$ cat config.mk
export PLATFORM = sky130hd
export DESIGN_NAME = fem_monitor
export DESIGN_NICKNAME = d
export VERILOG_FILES = /design/src/rtl/common_types_pkg.sv /design/src/rtl/fem_mon_channel.sv /design/src/rtl/fem_monitor.sv
export SDC_FILE = /design/constraint.sdc
export NUM_CORES = 1
export LEC_CHECK = 0
export CAP_MARGIN = 20
export CORE_AREA = 2 2 103 105
export CTS_BUF_LIST = sky130_fd_sc_hd__clkbuf_16
export DETAILED_ROUTE_END_ITERATION = 12
export DIE_AREA = 0 0 105 107
export PLACE_DENSITY = 0.67
export SLEW_MARGIN = 5
export SYNTH_ARGS = -nofsm -noshare
export SYNTH_HDL_FRONTEND = slang
export SYNTH_SLANG_ARGS = --single-unit
$ cat constraint.sdc
create_clock -name CLK -period 5.2 [get_ports CLK]
set_input_delay 0.52 -clock CLK [delete_from_list [all_inputs] [get_ports CLK]]
set_output_delay 0.52 -clock CLK [all_outputs]
set_load 0.005 [all_outputs]
$ cat src/rtl/common_types_pkg.sv
// Shared front-end types and defaults used by the fem_monitor slice.
package common_types_pkg;

  typedef struct packed {
    logic sign;
    logic mag;
  } fem_sample_t;

  localparam int FEM_HB_HALF_DEFAULT = 960000;

endpackage

$ cat src/rtl/fem_mon_channel.sv
// One channel of windowed sign/magnitude statistics with threshold flags.
// Sign accumulation and bias flag exist only when FEM_MON_SIGN_BIAS_EN is defined.
module fem_mon_channel
  import common_types_pkg::*;
#(
  parameter int WINDOW   = 4096,
  parameter int MAG_LO   = WINDOW / 4,
  parameter int MAG_HI   = WINDOW / 2,
  parameter int BIAS_TOL = WINDOW / 8,
  parameter int CW       = $clog2(WINDOW + 1)
) (
  input  logic          CLK,
  input  logic          ck_rst,
  input  logic          sample_en_i,
  input  logic          close_i,
  input  logic          sign_i,
  input  logic          mag_i,
  output logic [CW-1:0] mag_count_o,
  output logic          mag_low_o,
  output logic          mag_high_o,
  output logic [CW-1:0] sign_count_o,
  output logic          sign_bias_o
);

  fem_sample_t   smp;
  logic [CW-1:0] acc_mag_q, acc_mag_d, mag_sum;
  logic [CW-1:0] mag_count_q, mag_count_d;
  logic          mag_low_q, mag_low_d, mag_high_q, mag_high_d;

  assign smp     = '{sign: sign_i, mag: mag_i};
  // The closing sample is folded in before latching, so the window is complete.
  assign mag_sum = acc_mag_q + CW'(smp.mag);

  always_comb begin
    acc_mag_d   = acc_mag_q;
    mag_count_d = mag_count_q;
    mag_low_d   = mag_low_q;
    mag_high_d  = mag_high_q;
    if (close_i) begin
      acc_mag_d   = '0;
      mag_count_d = mag_sum;
      mag_low_d   = mag_sum < CW'(MAG_LO);
      mag_high_d  = mag_sum > CW'(MAG_HI);
    end else if (sample_en_i) begin
      acc_mag_d = mag_sum;
    end
  end

  always_ff @(posedge CLK) begin
    if (!ck_rst) begin
      acc_mag_q   <= '0;
      mag_count_q <= '0;
      mag_low_q   <= 1'b0;
      mag_high_q  <= 1'b0;
    end else begin
      acc_mag_q   <= acc_mag_d;
      mag_count_q <= mag_count_d;
      mag_low_q   <= mag_low_d;
      mag_high_q  <= mag_high_d;
    end
  end

  assign mag_count_o = mag_count_q;
  assign mag_low_o   = mag_low_q;
  assign mag_high_o  = mag_high_q;

`ifdef FEM_MON_SIGN_BIAS_EN
  localparam logic [CW:0] HALF = (CW + 1)'(WINDOW / 2);
  localparam logic [CW:0] TOL  = (CW + 1)'(BIAS_TOL);

  logic [CW-1:0] acc_sign_q, acc_sign_d, sign_sum;
  logic [CW-1:0] sign_count_q, sign_count_d;
  logic          sign_bias_q, sign_bias_d;
  logic [CW:0]   sign_ext, bias_diff;

  assign sign_sum  = acc_sign_q + CW'(smp.sign);
  // One extra bit keeps the absolute difference unsigned and overflow-free.
  assign sign_ext  = {1'b0, sign_sum};
  assign bias_diff = (sign_ext >= HALF) ? (sign_ext - HALF) : (HALF - sign_ext);

  always_comb begin
    acc_sign_d   = acc_sign_q;
    sign_count_d = sign_count_q;
    sign_bias_d  = sign_bias_q;
    if (close_i) begin
      acc_sign_d   = '0;
      sign_count_d = sign_sum;
      sign_bias_d  = bias_diff > TOL;
    end else if (sample_en_i) begin
      acc_sign_d = sign_sum;
    end
  end

  always_ff @(posedge CLK) begin
    if (!ck_rst) begin
      acc_sign_q   <= '0;
      sign_count_q <= '0;
      sign_bias_q  <= 1'b0;
    end else begin
      acc_sign_q   <= acc_sign_d;
      sign_count_q <= sign_count_d;
      sign_bias_q  <= sign_bias_d;
    end
  end

  assign sign_count_o = sign_count_q;
  assign sign_bias_o  = sign_bias_q;
`else
  logic unused_sign;
  assign unused_sign  = smp.sign;
  assign sign_count_o = '0;
  assign sign_bias_o  = 1'b0;
`endif

endmodule

$ cat src/rtl/fem_monitor.sv
// Front-end health monitor: sample-clock heartbeat plus per-channel window statistics.
// Optional sign statistics are enabled by defining FEM_MON_SIGN_BIAS_EN.
module fem_monitor
  import common_types_pkg::*;
#(
  parameter int N_CH     = 2,
  parameter int WINDOW   = 4096,
  parameter int HB_HALF  = FEM_HB_HALF_DEFAULT,
  parameter int MAG_LO   = WINDOW / 4,
  parameter int MAG_HI   = WINDOW / 2,
  parameter int BIAS_TOL = WINDOW / 8,
  parameter int CW       = $clog2(WINDOW + 1)
) (
  input  logic               CLK,
  input  logic               ck_rst,
  input  logic               en,
  input  logic [N_CH-1:0]    sign_i,
  input  logic [N_CH-1:0]    mag_i,
  output logic               heartbeat_o,
  output logic               stat_valid_o,
  output logic [N_CH*CW-1:0] mag_count_o,
  output logic [N_CH-1:0]    mag_low_o,
  output logic [N_CH-1:0]    mag_high_o,
  output logic [N_CH*CW-1:0] sign_count_o,
  output logic [N_CH-1:0]    sign_bias_o
);

  localparam int HW = (HB_HALF > 1) ? $clog2(HB_HALF) : 1;

  logic [HW-1:0] hb_q, hb_d;
  logic          heartbeat_q, heartbeat_d;
  logic [CW-1:0] wc_q, wc_d;
  logic          stat_valid_q;
  logic          hb_wrap, close;

  assign hb_wrap = (hb_q == HW'(HB_HALF - 1));
  assign close   = en && (wc_q == CW'(WINDOW - 1));

  always_comb begin
    hb_d        = hb_wrap ? '0 : hb_q + 1'b1;
    heartbeat_d = heartbeat_q ^ hb_wrap;
    wc_d        = wc_q;
    if (en) begin
      wc_d = close ? '0 : wc_q + 1'b1;
    end
  end

  always_ff @(posedge CLK) begin
    if (!ck_rst) begin
      hb_q         <= '0;
      heartbeat_q  <= 1'b0;
      wc_q         <= '0;
      stat_valid_q <= 1'b0;
    end else begin
      hb_q         <= hb_d;
      heartbeat_q  <= heartbeat_d;
      wc_q         <= wc_d;
      stat_valid_q <= close;
    end
  end

  assign heartbeat_o  = heartbeat_q;
  assign stat_valid_o = stat_valid_q;

  for (genvar gi = 0; gi < N_CH; gi++) begin : g_ch
    fem_mon_channel #(
      .WINDOW  (WINDOW),
      .MAG_LO  (MAG_LO),
      .MAG_HI  (MAG_HI),
      .BIAS_TOL(BIAS_TOL),
      .CW      (CW)
    ) u_ch (
      .CLK         (CLK),
      .ck_rst      (ck_rst),
      .sample_en_i (en),
      .close_i     (close),
      .sign_i      (sign_i[gi]),
      .mag_i       (mag_i[gi]),
      .mag_count_o (mag_count_o[gi*CW +: CW]),
      .mag_low_o   (mag_low_o[gi]),
      .mag_high_o  (mag_high_o[gi]),
      .sign_count_o(sign_count_o[gi*CW +: CW]),
      .sign_bias_o (sign_bias_o[gi])
    );
  end

endmodule
==> results.tsv <==
metric	value	unit
status	finished, final reports clean	
cts_sinks	91	
post-route-drc-count	0	
r2r-start	wc_q[0]	
min_path_type	flop to flop	
drt_iter0_markers	106	
layout_commonest_cell	nor2_1	
vias_per_cell	4.917	
drt_wl_total	8.368	mm
nFillCells	997	
switching_share	21.91	%
tightest_slew	0.6941	ns
insertion_delay	0.34	ns
worstPathArrival	3.63	ns
fin_setup_tns	0	ns
intPower	1147	uW
slew_viol_final	0	
overflow	0	
r2r_end	wc_q[6]	
mostFrequentLayoutCells	nor2_1 (99), dfxtp_1 (91), nand2_1 (44)	
startpoint_type	input port	
via_count	3373	
hold_buffers	0	
antenna_cells	0	
gp_congestion	0.8845	
synth_cell_types	37	
io_pins	67	
gr-usage-all-layers	16.08	%
cp.required	5.43	ns
synth_edf_count	0	
multi_input_area	2325	um2
setup_viol	0	
holdPathStages	2	
synth_area	4462	um2
ir_drop	0.2139	mV
synth_area_per_cell	8.324	um2
fin_ws	1.793	ns
area_delta_synth_final	13.49	%
worstHoldStart	g_ch[1].u_ch.mag_count_o[1]	
pwr-share-clk	48.6	%
clock_path_buffers	2	
core	10090	um2
dp_hpwl	5.917	mm
nNetsFinal	559	
grt_pass1_vias	3204	
clk_pin_slew	0.07	ns
regArea	1822	um2
end_kind	flop	
cp_max_fo	32	
comb_power_share	3.1	%
finalClockSkew	0.009137	ns
ff2ff_path_depth	7	
port_buffers	36	
synth_flop_cell	dfxtp_1	
avgRoutedWirePerCell	12.20	um
drive_gt1_share	4.182	%
post-route-period-util	65.51	%
seq_power_share	48.3	%
cts_made_buffers	9	
rows	37	
critPathKind	input port to flop	
syn_inst	536	
root_buffer	clkbuf_16	
timing.final.crit_period	3.407	ns
fmax	293.6	MHz
cts_setup_buffers	0	
p_leak	0.001782	uW
yosysWarnings	0	
rsz0062_at_grt	false	
grt_max_degree	50	
dp_slack	1.417	ns
fp.dieW	105	um
p_total	1468	uW
synth_seq_cells	91	
power.density	290.0	nW/um2
slew_headroom	53.73	%
drt.antenna.violating_nets	0	
max-cap-violations	0	
min_to	g_ch[1].u_ch.mag_count_o[1]	
regToRegSetupSlack	2.35	ns
yosysSeqAreaShare	40.83	%
synth-async-reset-ratio	0	%
antenna_found_initial	0	
hold_violations	0	
p_sw	321.6	uW
cts_max_level	3	
cts.repair.resized	0	
die_h	107	um
grt_pass1_wl	14.65	mm
first_pass_iters	4	
cts_tree	yes	
die-area	11240	um2
initial_utilization	44.21	%
## critical path, stage by stage
cell	delay (ns)
clkdlybuf4s50_1	0.45
buf_4	0.32
nand4_1	0.20
or2_1	0.32
or4_1	0.78
nand2_1	0.59
buf_4	0.35
nor2_1	0.08
## cell usage after synthesis, types with 2 or more instances
cell | n | area share, %
nor2_1 | 99 | 8.3
dfxtp_1 | 91 | 41
nand2_1 | 44 | 3.7
xor2_1 | 43 | 8.4
buf_4 | 33 | 5.6
xnor2_1 | 33 | 6.5
nand3_1 | 25 | 2.8
a211oi_1 | 20 | 3.4
clkbuf_1 | 20 | 1.7
nand4_1 | 19 | 2.7
and3_1 | 11 | 1.5
buf_2 | 11 | 1.2
a21oi_1 | 10 | 1.1
mux2i_1 | 8 | 1.8
nor3_1 | 8 | 0.90
ha_1 | 7 | 2.0
inv_1 | 7 | 0.59
o21ai_0 | 7 | 0.79
and2_1 | 5 | 0.70
and4_1 | 5 | 0.98
buf_1 | 5 | 0.42
nor4_1 | 5 | 0.70
nand2b_1 | 2 | 0.28
o2111ai_1 | 2 | 0.39
o31ai_1 | 2 | 0.34
or3_1 | 2 | 0.28
or4_1 | 2 | 0.34
## routing by layer
| layer | global-route usage, % | vias to the layer above | share of wire, % |
|---|---|---|---|
| li1 | - | 1754 | - |
| met1 | 18.90 | 1548 | 46 |
| met2 | 27.88 | 63 | 48 |
| met3 | 5.653 | 8 | 5.0 |
| met4 | 4.286 | 0 | 1.1 |
| met5 | 0 | - | 0 |
## logic make-up after synthesis
kind of cell	after synthesis	share of synthesized area (%)
AOI/OAI and AO/OA	46	6.955
adders and majority gates	7	1.963
xor gates and xnor gates	76	14.92
muxes	9	2.047
other	1	0.08405
and+or+nand+nor	230	23.72
buffers and inverters	76	9.479
DFF	91	40.83
## layout make-up
type | instances | area share [%]
Inverter | 7 | 0.5189
Tap cell | 136 | 3.361
Clock inverter | 7 | 2.076
Multi-Input combinational cell | 396 | 45.91
Sequential cell | 91 | 35.98
Clock buffer | 9 | 4.448
Timing Repair Buffer | 40 | 7.709
## through the flow
step | utilization (%) | instance area, um2 | hold slack, ns | std cells
after floorplan | - | 4563 | 0.4303 | 563
after global placement | 46.90 | 4733 | 0.4445 | 670
after detailed placement | 46.90 | 4733 | 0.4471 | 670
after CTS | 50.17 | 5064 | 0.4564 | 686
after global routing | 50.17 | 5064 | 0.4791 | 686
final | 50.17 | 5064 | 0.4546 | 686
## power groups by stage
stage                     sequential (uW)  combinational [uW]  clock, uW
after floorplan                       723                49.7          0
final                                 708                46.2        714
after global placement                724                45.5          0
after CTS                             708                47.1        733
after global routing                  709                53.6        764
after detailed placement              724                47.0          0
## how the worst max path moves through the flow
stage | depth (start not counted) | endpoint | start | slack [ns]
2_1_floorplan | 7 | g_ch[1].u_ch.mag_high_o | mag_i[1] | 2.98
3_3_place_gp | 8 | g_ch[1].u_ch.acc_mag_q[7] | en | 1.47
3_5_place_dp | 8 | wc_q[8] | en | 1.42
4_1_cts | 8 | wc_q[6] | en | 1.79
5_1_grt | 8 | wc_q[6] | en | 1.56
6_report | 8 | wc_q[6] | en | 1.79
## sequential cells by signal, summed over array words and instances (netlist names)
signal                 count
g_ch.u_ch.mag_low_o        2
hb_q                      20
heartbeat_o                1
g_ch.u_ch.acc_mag_q       26
g_ch.u_ch.mag_count_o     26
wc_q                      13
stat_valid_o               1
g_ch.u_ch.mag_high_o       2
Note: power is estimated with default switching activity, not from simulation.
